File: src/rtl/note_detector.sv
// rtl/note_detector.sv - pitch period to nearest equal-tempered note/octave
//
// Ports:
//   clk          system clock, all logic on the rising edge
//   reset        asynchronous, active-high; clears all state
//   sig_in       asynchronous pitch square wave (comparator output)
//   note         detected note 0 (C) .. 11 (B), registered
//   octave       detected octave 0..7, registered
//   valid        one-cycle pulse when a conversion completes
//   no_signal    high while no rising edge has been seen within the timeout
//   out_of_range high when the last conversion was above octave 7 / B
//   period       last accepted period in clk cycles (debug)
module note_detector #(
  parameter int unsigned CLK_HZ = 50_000_000
) (
  input  logic        clk,
  input  logic        reset,
  input  logic        sig_in,
  output logic [3:0]  note,
  output logic [2:0]  octave,
  output logic        valid,
  output logic        no_signal,
  output logic        out_of_range,
  output logic [21:0] period
);

  // Quarter-tone boundaries of octave 0 are tabulated at 50 MHz and
  // rescaled (rounded) to CLK_HZ; at 50 MHz the values pass through exactly.
  localparam longint unsigned REF_HZ = 64'd50_000_000;

  function automatic logic [21:0] scale(input longint unsigned t_ref);
    longint unsigned v;
    v = (t_ref * 64'(CLK_HZ) + REF_HZ / 2) / REF_HZ;
    return 22'(v);
  endfunction

  localparam logic [21:0] T0   = scale(64'd3_147_406);
  localparam logic [21:0] T1   = scale(64'd2_970_755);
  localparam logic [21:0] T2   = scale(64'd2_804_019);
  localparam logic [21:0] T3   = scale(64'd2_646_642);
  localparam logic [21:0] T4   = scale(64'd2_498_097);
  localparam logic [21:0] T5   = scale(64'd2_357_890);
  localparam logic [21:0] T6   = scale(64'd2_225_552);
  localparam logic [21:0] T7   = scale(64'd2_100_641);
  localparam logic [21:0] T8   = scale(64'd1_982_741);
  localparam logic [21:0] T9   = scale(64'd1_871_458);
  localparam logic [21:0] T10  = scale(64'd1_766_421);
  localparam logic [21:0] T11  = scale(64'd1_667_280);
  localparam logic [21:0] T12  = scale(64'd1_573_703);
  localparam logic [21:0] TMAX = T0 + 22'd1;

  // Index 0 is never searched; anything past 11 maps to the last boundary.
  function automatic logic [21:0] thr_at(input logic [3:0] idx);
    logic [21:0] t;
    case (idx)
      4'd1:    t = T1;
      4'd2:    t = T2;
      4'd3:    t = T3;
      4'd4:    t = T4;
      4'd5:    t = T5;
      4'd6:    t = T6;
      4'd7:    t = T7;
      4'd8:    t = T8;
      4'd9:    t = T9;
      4'd10:   t = T10;
      4'd11:   t = T11;
      default: t = T12;
    endcase
    return t;
  endfunction

  typedef enum logic [1:0] {
    IDLE   = 2'd0,
    NORM   = 2'd1,
    SEARCH = 2'd2,
    DONE   = 2'd3
  } state_t;

  state_t      state_q, state_d;
  logic [21:0] w_q, w_d;
  logic [2:0]  k_q, k_d;
  logic [3:0]  i_q, i_d;
  logic [3:0]  n_q, n_d;
  logic        err_q, err_d;

  // Input conditioning: two-flop synchronizer plus one flop for edge detect.
  logic sync1, sync2, sync2_d;

  always_ff @(posedge clk or posedge reset) begin
    if (reset) begin
      sync1   <= 1'b0;
      sync2   <= 1'b0;
      sync2_d <= 1'b0;
    end else begin
      sync1   <= sig_in;
      sync2   <= sync1;
      sync2_d <= sync2;
    end
  end

  logic        rise;
  logic        timeout;
  logic        accept;
  logic        discard;
  logic [21:0] cnt;
  logic [21:0] p_meas;

  assign rise    = sync2 & ~sync2_d;
  // The edge cycle itself counts, so the period is one more than the count.
  assign p_meas  = cnt + 22'd1;
  // Fires on the cycle the counter steps onto its saturation value.
  assign timeout = ~rise & (cnt == T0);
  // A period of exactly T0+1 slipped in just before the timeout; it is
  // longer than the table covers, so it only restarts the counter.
  assign accept  = rise & ~discard & (state_q == IDLE) & (p_meas <= T0);

  always_ff @(posedge clk or posedge reset) begin
    if (reset) begin
      cnt       <= 22'd0;
      discard   <= 1'b1;
      no_signal <= 1'b1;
      period    <= 22'd0;
    end else begin
      if (rise) begin
        cnt <= 22'd0;
      end else if (cnt != TMAX) begin
        cnt <= cnt + 22'd1;
      end

      if (timeout) begin
        discard <= 1'b1;
      end else if (rise) begin
        discard <= 1'b0;
      end

      if (accept) begin
        no_signal <= 1'b0;
        period    <= p_meas;
      end else if (timeout) begin
        no_signal <= 1'b1;
      end
    end
  end

  // 2W needs bit 22 even though W itself never exceeds T0.
  logic [22:0] w2;
  logic        fits;

  assign w2   = {w_q, 1'b0};
  assign fits = (w2 <= {1'b0, T0});

  always_ff @(posedge clk or posedge reset) begin
    if (reset) begin
      state_q <= IDLE;
      w_q     <= 22'd0;
      k_q     <= 3'd0;
      i_q     <= 4'd0;
      n_q     <= 4'd0;
      err_q   <= 1'b0;
    end else begin
      state_q <= state_d;
      w_q     <= w_d;
      k_q     <= k_d;
      i_q     <= i_d;
      n_q     <= n_d;
      err_q   <= err_d;
    end
  end

  // Normalize the period into octave 0 by doubling (k = octave), then walk
  // the descending boundary table until W exceeds a boundary.
  always_comb begin
    state_d = state_q;
    w_d     = w_q;
    k_d     = k_q;
    i_d     = i_q;
    n_d     = n_q;
    err_d   = err_q;

    case (state_q)
      IDLE: begin
        if (accept) begin
          w_d     = p_meas;
          k_d     = 3'd0;
          err_d   = 1'b0;
          state_d = NORM;
        end
      end

      NORM: begin
        if (fits) begin
          if (k_q != 3'd7) begin
            w_d = w2[21:0];
            k_d = k_q + 3'd1;
          end else begin
            // Would need an eighth doubling: above B7.
            err_d   = 1'b1;
            state_d = DONE;
          end
        end else begin
          i_d     = 4'd1;
          state_d = SEARCH;
        end
      end

      SEARCH: begin
        // i == 12 catches W at or below the last boundary (rounding edge).
        if ((w_q > thr_at(i_q)) || (i_q == 4'd12)) begin
          n_d     = i_q - 4'd1;
          state_d = DONE;
        end else begin
          i_d = i_q + 4'd1;
        end
      end

      DONE: begin
        state_d = IDLE;
      end

      default: begin
        state_d = IDLE;
      end
    endcase
  end

  // Results are registered out of DONE so they change together with valid.
  always_ff @(posedge clk or posedge reset) begin
    if (reset) begin
      note         <= 4'd0;
      octave       <= 3'd0;
      valid        <= 1'b0;
      out_of_range <= 1'b0;
    end else begin
      valid <= (state_q == DONE);
      if (state_q == DONE) begin
        if (err_q) begin
          out_of_range <= 1'b1;
        end else begin
          note         <= n_q;
          octave       <= k_q;
          out_of_range <= 1'b0;
        end
      end
    end
  end

endmodule
File: config.mk
export PLATFORM = sky130hd
export DESIGN_NAME = note_detector
export DESIGN_NICKNAME = d
export VERILOG_FILES = /design/src/rtl/note_detector.sv
export SDC_FILE = /design/constraint.sdc
export NUM_CORES = 1
export LEC_CHECK = 0
export BUFFER_PORTS_ARGS = -buffer_cell sky130_fd_sc_hd__buf_4
export CAP_MARGIN = 40
export CORE_AREA = 3 3 143 145
export CTS_CLUSTER_DIAMETER = 120
export DETAILED_ROUTE_END_ITERATION = 16
export DIE_AREA = 0 0 146 148
export GPL_TIMING_DRIVEN = 0
export MAX_ROUTING_LAYER = met4
export PLACE_DENSITY_LB_ADDON = 0.05
export SETUP_SLACK_MARGIN = 0.1
export SYNTH_ARGS = -nofsm -noshare
export SYNTH_HDL_FRONTEND = slang
export SYNTH_SLANG_ARGS = --single-unit
File: constraint.sdc
create_clock -name clk -period 4.2 [get_ports clk]
set_clock_uncertainty 0.2 [all_clocks]
set_input_delay 1.26 -clock clk [delete_from_list [all_inputs] [get_ports clk]]
set_output_delay 1.26 -clock clk [all_outputs]
set_load 0.05 [all_outputs]
==> flow_summary.toml <==
[status]
status = "complete, no violations"

[route]
drc = 0
routed_via_density = 4.953
routed_wl_um = 15530
wl_per_cell_um = 16.73
first_pass_iters = 4
dr.first_iter.drc_count = 237
vias = 4596
drtAntennaViolNets = 0

[cts]
clock-sinks = 94
clk_pin_slew_ns = 0.07
cts-hold-fix-buffers = 0
cts_tree = "yes"
insertion_delay_ns = 0.35
cts-root-buf = "clkbuf_16"
cts_buffers = 9
clockBufferDepth = 2
htree_levels = 3

[layout]
insertedDiodeCount = 0
ff_latch_area_um2 = 2359
stdcell_count = 928
fin_nets = 701
multi_input_area_um2 = 3149
areaGrowthSynthToFinish_pct = 19.22
fillCellCount = 1995
layout-drive-gt1-share_pct = 21.12

[sta]
hold_viol = 0
slew_headroom_pct = 49.70
tns_ns = 0
fin_crit_ns = 3.969
slew_viol_final = 0
setup_ws_ns = 0.2314
setup_viol = 0
rsz0062_at_grt = "true"
fmax_ghz = 0.2520
worstMarginPinSlew_ns = 0.7546
timing.final.crit_share_pct = 94.49

[global_routing]
gr-total-overflow = 0
grt_pass1_wl_um = 25410
grt_max_degree = 59
first_global_vias = 4609
antenna_found_initial = 0
globalRouteTotalUtil_pct = 15.18

[logic_synthesis]
syn_inst = 600
synth_compound_area_share_pct = 13.74
synth_edf_count = 0
synth_cell_types = 64
synthFlopType = "dfrtp_1"
synth_top_family_by_area = "simple AND/OR/NAND/NOR gates"
asyncSetResetFlopFracSynth_pct = 100.0
ys_seq_elements = 94
synth_mux_area_share_pct = 11.91
syn_area_um2 = 5747
ys_warn_count = 0
synthAdderAreaFrac_pct = 8.709
synth_xor_area_share_pct = 3.048
synth_fp_nets = 643
avgSynthCellArea_um2 = 9.578
synthSimpleGateAreaFrac_pct = 16.59
yosysSeqAreaShare_pct = 40.98

[worst_hold_path]
hold_class = "register to register"
hold_path_end = "sync2"
whs_path_depth = 0
hp-start = "sync1"

[setup_path]
crit_arrival_ns = 4.00
path_max_fanout = 10
crit_path_end_kind = "register"
r2r-start = "cnt[1]"
ff2ff_path_depth = 13
r2r_end = "w_q[9]"
critPathRequiredTime_ns = 4.23
path_class = "register to register"
r2r_setup_slack_ns = 0.23
startpoint_type = "register"

[die]
core_um2 = 19330
initial_core_util_pct = 29.72
die_w_um = 146
die_area_um2 = 21610
rows = 51
num_io_pins = 35
dieHeight_um = 148

[placed_design]
post-place-ws_ns = -0.4995
gp_congestion = 0.9051
portBuffers = 34
dp.cells = 901
dpl.hpwl_um = 11650

[pwr]
pwr-share-clk_pct = 22.1
power.internal_mw = 2.373
seqPwrFrac_pct = 28.1
finalPower_mw = 4.038
p_leak_nw = 3.247
combPwrFrac_pct = 49.7
swShare_pct = 41.23
ir_drop_v = 0.0001949
powerDensity_nw_per_um2 = 589.3
netSwitchingPower_mw = 1.665

[flow_run]
cap_violations = 0
power groups by stage:
stage	registers, mW	logic [mW]	clock network [mW]
after floorplan	1.27	1.24	0
after global placement	1.16	1.83	0
after detailed placement	1.16	1.85	0
after CTS	1.13	1.95	0.924
after global routing	1.16	2.22	0.966
final	1.14	2.01	0.894
synth_stat cells, drive strengths merged (5+ instances only):
| cell type | number | area share [%] |
|---|---|---|
| a21o | 5 | 0.65 |
| a21oi | 21 | 1.8 |
| a31oi | 7 | 0.76 |
| buf | 12 | 1.2 |
| clkbuf | 19 | 1.3 |
| dfrtp | 92 | 40 |
| ha | 40 | 8.7 |
| inv | 38 | 2.5 |
| mux2 | 37 | 8.4 |
| mux2i | 20 | 3.5 |
| nand2 | 72 | 4.8 |
| nand2b | 7 | 0.76 |
| nand3 | 12 | 1.2 |
| nand4 | 12 | 1.4 |
| nor2 | 45 | 2.9 |
| nor3 | 10 | 0.87 |
| nor4 | 12 | 1.3 |
| o21ai | 45 | 3.9 |
| o31a | 6 | 0.91 |
| xnor2 | 14 | 2.1 |
| xor2 | 6 | 0.91 |
cells by family after synthesis:
| group | count (synthesis) |
|---|---|
| AND/OR/NAND/NOR | 197 |
| AO/OA/AOI/OAI | 122 |
| flip-flops | 94 |
| buffers and inverters | 70 |
| multiplexers | 57 |
| adder cells (fa/ha/maj) | 40 |
| XOR/XNOR | 20 |
sequential cells by signal, summed over array words and instances (netlist names):
name and cells:
octave 3, sync2_d 1, k_q 3, out_of_range 1
note 4, cnt 22, err_q 1, sync2 1
sync1 1, discard 1, i_q 4, valid 1
period 22, n_q 4, state_q 2, no_signal 1
w_q 22
layer usage:
metal	routed length, um	vias to the layer above	share of wire [%]	track usage (%)
li1	-	2233	-	-
met1	7425	2271	48	20.10
met2	7466	71	48	24.33
met3	390	21	2.5	2.177
met4	245	0	1.6	4.610
met5	0	-	0	-
how the worst max path moves through the flow:
stage               depth (start not counted)         end  startpoint  slack (ns)
finish                                     13      w_q[9]      cnt[1]        0.23
global route                               13  period[12]      cnt[1]       -0.02
CTS                                        17  state_q[1]      i_q[0]        0.09
detailed placement                         17  state_q[1]      i_q[0]       -0.50
global placement                            2     w_q[11]       reset       -1.05
floorplan                                  17  state_q[1]      i_q[0]        0.21
cell type report:
cell class | instances | share of cell area [%]
clock buffer | 11 | 3.397
multi-input combinational | 436 | 45.96
buffer | 31 | 2.502
tap | 265 | 4.839
sequential | 94 | 34.42
clock inverter | 5 | 1.224
timing repair buffer | 47 | 5.369
inverter | 39 | 2.283
through the flow:
step | area (um^2) | hold slack (ns) | util [%]
CTS | 6763 | 0.1556 | 34.98
finish | 6852 | 0.1511 | 35.44
detailed placement | 6367 | 0.1395 | 32.93
global placement | 6335 | 0.1363 | 32.76
floorplan | 5748 | 0.1312 | -
global route | 6852 | 0.1605 | 35.44
timing repair:
| action | in CTS | in global routing |
|---|---|---|
| setup endpoints to repair | 17 | 36 |
| buffers inserted | 5 | 6 |
| gates resized for setup | 15 | 16 |
| pin swaps | 4 | 8 |
cells in the final DEF, fill, tap and decap left out, types with 5 or more instances in the layout:
cell type  count
dfrtp_1       89
nand2_1       69
buf_4         45
nor2_1        44
o21ai_0       43
ha_1          39
inv_1         35
mux2i_1       20
a21oi_1       19
mux2_4        19
mux2_2        16
clkbuf_1      14
xnor2_1       14
nor4_1        12
nand4_1       11
nand3_1       10
nor3_1        10
clkbuf_16      9
buf_2          8
nand2b_1       7
a31oi_1        7
o31a_1         6
xor2_1         6
a21o_1         5
critical path, cell delays in order (launching register included):
cell and delay, ns:
dfrtp_1 0.44, ha_1 0.17, buf_2 0.20, nand4_2 0.22, or3_1 0.35, buf_2 0.17, o31a_1 0.26, a2111oi_0 0.47
nand4_1 0.18, buf_4 0.20, o31ai_4 0.33, nand2_4 0.16, buf_6 0.20, mux2_4 0.29
(Power assumes the default switching activity.)
